### config.mk
export PLATFORM = sky130hd
export DESIGN_NAME = ym3438_dac_demux
export DESIGN_NICKNAME = d
export VERILOG_FILES = /design/src/rtl/ym3438_dac_demux.sv
export SDC_FILE = /design/constraint.sdc
export NUM_CORES = 1
export LEC_CHECK = 0
export CORE_MARGIN = 2
export CORE_UTILIZATION = 40
export DETAILED_ROUTE_END_ITERATION = 7
export PLACE_DENSITY_LB_ADDON = 0.05
export SYNTH_ARGS = -nofsm -noshare
export SYNTH_HDL_FRONTEND = slang
export SYNTH_SLANG_ARGS = --single-unit
### constraint.sdc
create_clock -name MCLK -period 3.3 [get_ports MCLK]
set_clock_uncertainty 0.15 [all_clocks]
set_input_delay 0.33 -clock MCLK [delete_from_list [all_inputs] [get_ports MCLK]]
set_output_delay 0.33 -clock MCLK [all_outputs]
set_load 0.02 [all_outputs]
### src/rtl/ym3438_dac_demux.sv
// YM3438 DAC output demultiplexer.
// Follows the 24-slot TDM sample stream, gathers the six channel samples
// into shadow registers and publishes a complete frame on ch_out.
//
// state    | meaning
// ---------+---------------------------------------------------------
// UNLOCKED | no frame alignment; waiting for a strobe with sync=1
// LOCKED   | slot counter aligned; capturing channels on slots 0,4..20
module ym3438_dac_demux (
    input  logic        MCLK,
    input  logic        reset,
    input  logic        c1,
    input  logic        sync,
    input  logic [8:0]  dac_in,
    input  logic        err_clr,
    output logic [53:0] ch_out,
    output logic        frame_valid,
    output logic        locked,
    output logic        sync_err
);

    typedef enum logic {
        UNLOCKED = 1'b0,
        LOCKED   = 1'b1
    } state_t;

    state_t           state;
    logic [2:0]       slot_hi;
    logic [1:0]       slot_lo;
    // shadow[0] holds ch1 ... shadow[4] holds ch5; ch6 goes straight to ch_out
    logic [4:0][8:0]  shadow;
    // one bit per shadow register captured since the last slot 0
    logic [4:0]       cap_mask;

    logic [2:0]       exp_hi;
    logic [1:0]       exp_lo;
    logic [4:0]       exp_slot;
    logic             exp_is_zero;
    logic             exp_is_cap;
    logic [2:0]       cap_idx;

    // Expected slot for the coming strobe: previous slot + 1 with 23 -> 0 wrap.
    always_comb begin
        exp_lo = (slot_lo == 2'd2) ? 2'd0 : slot_lo + 2'd1;
        exp_hi = slot_hi;
        if (slot_lo == 2'd2) begin
            exp_hi = (slot_hi == 3'd7) ? 3'd0 : slot_hi + 3'd1;
        end
        exp_slot    = {exp_hi, 1'b0} + {2'b00, exp_hi} + {3'b000, exp_lo};
        exp_is_zero = (exp_hi == 3'd0) && (exp_lo == 2'd0);
        exp_is_cap  = (exp_slot[1:0] == 2'b00);
        cap_idx     = exp_slot[4:2];
    end

    assign locked = (state == LOCKED);

    // Slot tracking, channel capture, frame publish and error flag.
    always_ff @(posedge MCLK) begin
        if (reset) begin
            state       <= UNLOCKED;
            slot_hi     <= 3'd0;
            slot_lo     <= 2'd0;
            shadow      <= '0;
            cap_mask    <= 5'd0;
            ch_out      <= 54'd0;
            frame_valid <= 1'b0;
            sync_err    <= 1'b0;
        end else begin
            frame_valid <= 1'b0;
            // a new error below overrides this clear
            if (err_clr) begin
                sync_err <= 1'b0;
            end
            if (c1) begin
                case (state)
                    UNLOCKED: begin
                        if (sync) begin
                            state     <= LOCKED;
                            slot_hi   <= 3'd0;
                            slot_lo   <= 2'd0;
                            shadow[0] <= dac_in;
                            cap_mask  <= 5'b00001;
                        end
                    end
                    LOCKED: begin
                        if (sync) begin
                            // sync off the expected position restarts the frame
                            if (!exp_is_zero) begin
                                sync_err <= 1'b1;
                            end
                            slot_hi   <= 3'd0;
                            slot_lo   <= 2'd0;
                            shadow[0] <= dac_in;
                            cap_mask  <= 5'b00001;
                        end else if (exp_is_zero) begin
                            sync_err <= 1'b1;
                            state    <= UNLOCKED;
                            slot_hi  <= 3'd0;
                            slot_lo  <= 2'd0;
                            cap_mask <= 5'd0;
                        end else begin
                            slot_hi <= exp_hi;
                            slot_lo <= exp_lo;
                            if (exp_is_cap) begin
                                if (cap_idx == 3'd5) begin
                                    if (&cap_mask) begin
                                        ch_out      <= {dac_in, shadow};
                                        frame_valid <= 1'b1;
                                    end
                                end else begin
                                    shadow[cap_idx]   <= dac_in;
                                    cap_mask[cap_idx] <= 1'b1;
                                end
                            end
                        end
                    end
                    default: state <= UNLOCKED;
                endcase
            end
        end
    end

endmodule

# Yosys cells after proc, flatten, opt, wreduce, memory -nomap -nowiden
# Cells that the tools add are included.
classes:
  n_addsub: 4
  magnitude_cmp: 2
  muxes: 39
  bitwise_logic: 7
  n_reduce_logical: 12
  n_eq_ne: 9
ops:
  columns: ["operator", "n"]
  rows:
  - ["two-way mux 9 bit", 6]
  - ["bitwise mux 45 bit", 1]
  - ["demux 9 bit (select 3 bit)", 1]
  - ["two-way mux 5 bit", 5]
  - ["one-hot mux 9 bit (2 select lines)", 1]
  - ["two-way mux 3 bit", 5]
  - ["two-way mux 1 bit", 11]
  - ["AND reduction 11 bit", 1]
  - ["one-hot mux 5 bit (2 select lines)", 1]
  - ["AND reduction 5 bit", 2]
  - ["two-way mux 2 bit", 4]
  - ["OR reduction 7 bit", 1]
  - ["equality test 3 bit (second input constant)", 2]
  - ["!= test 3 bit (second input constant)", 2]
  - ["NOT 1 bit", 6]
  - ["one-hot mux 3 bit (2 select lines)", 1]
  - ["AND reduction 6 bit", 1]
  - ["adder 4 x 3 -> 5 bit", 1]
  - ["adder 5 x 2 -> 5 bit", 1]
  - ["OR 5 bit", 1]
  - ["zero test 2 bit", 2]
  - ["less-than comparator 3 x 4 -> 1 bit (second input constant)", 1]
  - ["!= test 4 x 2 -> 1 bit (second input constant)", 1]
  - ["!= test 4 bit (second input constant)", 1]
  - ["other kinds (13)", 14]
word_totals:
  in_bits: 14
  wordCells: 85
  output_inout_bits: 57
  ff_bits: 112

# Depth between registers and ports, before layout
logic_depth:
  word_depth: 15
  ltp_mapped: 16

# Least setup slack after synthesis
# No wires, ideal clock.
synth_path:
  kind: "register to register"
  from: "reg slot_hi[0]"
  to: "reg ch_out[52]"
  path_stages_with_launch: 17
  path_slack_ps: -210
  setup_time_ps: 72
  t_arrival_ps: 3288
  synth_period_minus_slack_ps: 3510
  required_time_ps: 3078
  cell_sequence: "dfxtp_1 ha_1 ha_1 nor2_1 mux2_2 inv_1 fa_1 inv_1 ha_1 fa_1 nor2_1 o2bb2ai_1 and4_4 buf_6 buf_12 buf_12 mux2i_1"
synth_via:
  elab_chain_len: 7
  word_cells_on_any_way: 12
synth_lines:
  columns: ["item", "line", "source"]
  rows:
  - ["from (decl)", "28", "logic [2:0] slot_hi;"]
  - ["from (signal assigned)", "102", "slot_hi <= exp_hi;"]
  - ["adder 3 x 1 -> 3 bit / equality test 3 bit (equally long branches)", "47", "exp_hi = (slot_hi == 3'd7) ? 3'd0 : slot_hi + 3'd1;"]
  - ["two-way mux 3 bit", "47", null]
  - ["two-way mux 3 bit *", "46", "if (slot_lo == 2'd2) begin"]
  - ["adder 4 x 3 -> 5 bit / zero test 3 bit (equally long branches)", "49, 50", null]
  - ["adder 5 x 2 -> 5 bit / logical AND 1 bit (equally long branches)", "49, 50", null]
  - ["equality test 3 bit, or another cell as far along", "105", "if (cap_idx == 3'd5) begin"]
  - ["AND reduction 11 bit (no line) *", null, null]
  - ["to (signal assigned)", "107", "ch_out <= {dac_in, shadow};"]
  - ["to (decl)", "16", "output logic [53:0] ch_out,"]
# Mark *: on every way between the ends. The rest lies on a longest branch, timed or not.
# A chain may end at the register's enable or synchronous reset.

# Worst setup path in the final report
layout_path:
  from: "reg slot_hi[0]"
  to: "reg ch_out[53]"
# Same word-level chain as after synthesis.

==> reports/summary.txt <==
Slew HR = 0.617
Yosys warning total = 0
Period utilisation layout = 0.975
Average size of a mapped cell = 10.7 µm²
DP Wirelength = 7230 µm
Final setup violation count = 0
Rows = 39
Top post-synthesis cells by area = dfxtp_1, mux2i_1, nand2b_1
Crit path max-delay cell type = fa_1
RSZ-0062 raised after global routing = yes
CP cell instances = ha_4, ha_4, nor2_2, mux2_4, inv_2, fa_1, inv_2, ha_4, fa_2, nor2_4, o2bb2ai_4, and4_4, buf_12, mux2i_1
Via Count = 3285
Final hold violations = 0
Grt ovf = 0
Post-layout util = 0.537
Violated checks = design-rule violations
Clk Latency, worst-skew pair = 0.35 ns
Largest area contributor in the netlist = dfxtp_1
Post-DP Area = 0.00575 mm²
Sequential fraction of the synthesis area = 0.470
Pwr Total = 2.61 mW
Largest net degree at the start of global routing = 83
First-pass DRT Iterations = 6
CP Data Arrival Time = 3.34 ns
DRC Markers = 7
Initial core utilization = 0.414
CTS clk-pin slew, worst paths = 0.07 ns
Max_cap viols = 0
Gr usage total = 0.177
Least-Margin Pin Slew = 0.574 ns
Overall die width = 113 µm
IO Pins = 71
Syn Std Cell Area = 0.00477 mm²
Peak VDD IR = 451 µV
# clock sinks = 112
Crit path buf inv count = 3
Synthesis-stage register bit count = 112
FILL cells = 1062
Multi-input logic area = 0.00246 mm²
Post-Syn Instances = 444
Lkg Pwr = 2.45 nW
Top-area cell type share of the netlist area = 0.470
Layout cells sized above 1 = 0.137
Post-synth cell types = 42
Top cell by count, worst path = ha_4
IO Port Bufs = 70
Design Area, Final = 0.00619 mm²
Pwr Density = 422 mW/mm²
Initial antenna violation count = 0
Vias/cell = 4.87
Min Tclk post-route = 3.22 ns
Clk root buf = clkbuf_16
Worst path max stage delay = 0.48 ns
Die area = 0.0128 mm²
First-pass GRT wire length = 17700 µm
Worst Path Max Fanout = 21
Setup CP Type = reg -> reg
Fin nets = 551
Async S/R FF share, synth = 0
Wire length per cell = 16.1 µm
Top_reg_cell synth = dfxtp_1
Worst path top cell family by delay = adder cells
Number of flops mapped to enable cells by yosys = 0
Status = finished, violations left
Num CTS Buffers = 9
Pre-CTS setup slack = -0.139 ns
Core box area = 0.0115 mm²
Fmax achieved = 311 MHz
Final worst slack = 0.0833 ns
Worst hold path type = reg -> reg
Die height = 113 µm
Critical Path Start Type = register
CP Data Required Time = 3.42 ns
Clock buffer depth = 2
Flip-flop and latch area = 0.00225 mm²
H-tree Lvls = 3
CTS tree = yes
Area growth, synth to finish = 29.7%
Total Wirelength = 10800 µm
Antenna cell count = 0
Mapped Nets = 468
DRT iter0 DRCs = 161
Vias in the first global route = 3375
Slew Limit Fails = 0
Antenna viol nets, final = 0
Critical path endpoint category = register
Routability Congestion = 0.796
==> Yosys cell counts, drive strengths merged, types with 3 or more instances <==
cell      n
dfxtp   112
nand2b  111
mux2i   100
nor2     15
buf      13
clkbuf   13
ha        8
nand2     8
a21oi     7
inv       6
nand3     6
mux2      5
a22oi     3
a31oi     3
and2      3
nand3b    3
==> metal layers <==
| layer | vias to the layer above | wire, µm | global-route usage |
|---|---|---|---|
| met2 | 72 | 4730 | 0.271 |
| met3 | 18 | 461 | 0.0541 |
| li1 | 1674 | - | - |
| met4 | 0 | 269 | 0.0626 |
| met5 | - | 0 | 0 |
| met1 | 1521 | 5380 | 0.238 |
==> worst paths after layout <==
| path | start | end | slack [ns] | depth (start not counted) |
|---|---|---|---|---|
| worst max-delay path | slot_hi[0]$_SDFFE_PP0P_ | ch_out[53]$_SDFFE_PP0P_ | 0.08 | 14 |
| worst min-delay path | cap_mask[1]$_SDFFE_PP0P_ | cap_mask[1]$_SDFFE_PP0P_ | 0.30 | 2 |
| worst min register to register | cap_mask[1]$_SDFFE_PP0P_ | cap_mask[1]$_SDFFE_PP0P_ | 0.30 | 2 |
| worst max register to register | slot_hi[0]$_SDFFE_PP0P_ | ch_out[53]$_SDFFE_PP0P_ | 0.08 | 14 |
==> cells by family after synthesis <==
family	share of synthesized area
simple gates	0.195
flops	0.470
mux	0.222
buf+inv	0.0404
compound gates	0.0427
fa+ha+maj	0.0294
==> cell usage in the layout (no fill, tap or decap), drive strengths merged, types with 2 or more instances in the layout <==
cell type and count:
a211oi 2, a21boi 2, a21oi 7, a22oi 3
a31oi 3, and2 3, and3b 2, buf 29
clkbuf 11, clkdlybuf4s50 69, clkinvlp 2, dfxtp 112
fa 2, ha 8, inv 8, mux2 5
mux2i 100, nand2 8, nand2b 111, nand3 6
nand3b 3, nor2 15, nor3 2, o21ai 2
o31ai 2
==> flip-flops by register name (all words and copies together) (netlist names) <==
name         cells
ch_out          54
frame_valid      1
locked           1
cap_mask         5
slot_lo          2
slot_hi          3
shadow          45
sync_err         1
==> worst register-to-register path, stage by stage, from the launching register on <==
cell and delay [ns]:
dfxtp_2 0.34, ha_4 0.16, ha_4 0.15, nor2_2 0.07, mux2_4 0.16, inv_2 0.04, fa_1 0.48, inv_2 0.04
ha_4 0.15, fa_2 0.39, nor2_4 0.15, o2bb2ai_4 0.14, and4_4 0.28, buf_12 0.20, mux2i_1 0.23
==> power by group <==
part	internal, mW	total [mW]	switching [mW]
Clock	0.636	1.14	0.505
Combinational	0.0516	0.108	0.0563
Sequential	1.36	1.36	0.00352
==> area by class of cell <==
cell class | instances | share of cell area
clock inverters | 5 | 0.0101
multi-input cells | 300 | 0.398
inverters | 6 | 0.00364
clock buffers | 11 | 0.0408
flip-flops and latches | 112 | 0.363
well taps | 143 | 0.0289
repair buffers | 98 | 0.156
==> metrics by stage <==
step | hold WS [ns] | setup TNS [ns] | cells
2_1_floorplan | 0.276 | 0 | 444
3_3_place_gp | 0.289 | -0.488 | 655
3_5_place_dp | 0.290 | -1.35 | 655
4_1_cts | 0.301 | 0 | 672
5_1_grt | 0.314 | -0.575 | 675
6_report | 0.299 | 0 | 675
==> what timing repair did <==
item	CTS	global route
gates resized for setup	2	22
hold buffers	0	0
pin swaps	1	1
endpoints found under the setup margin	31	86
setup buffers	1	2
gates cloned	0	1
Power figures use the tool's default switching activity.
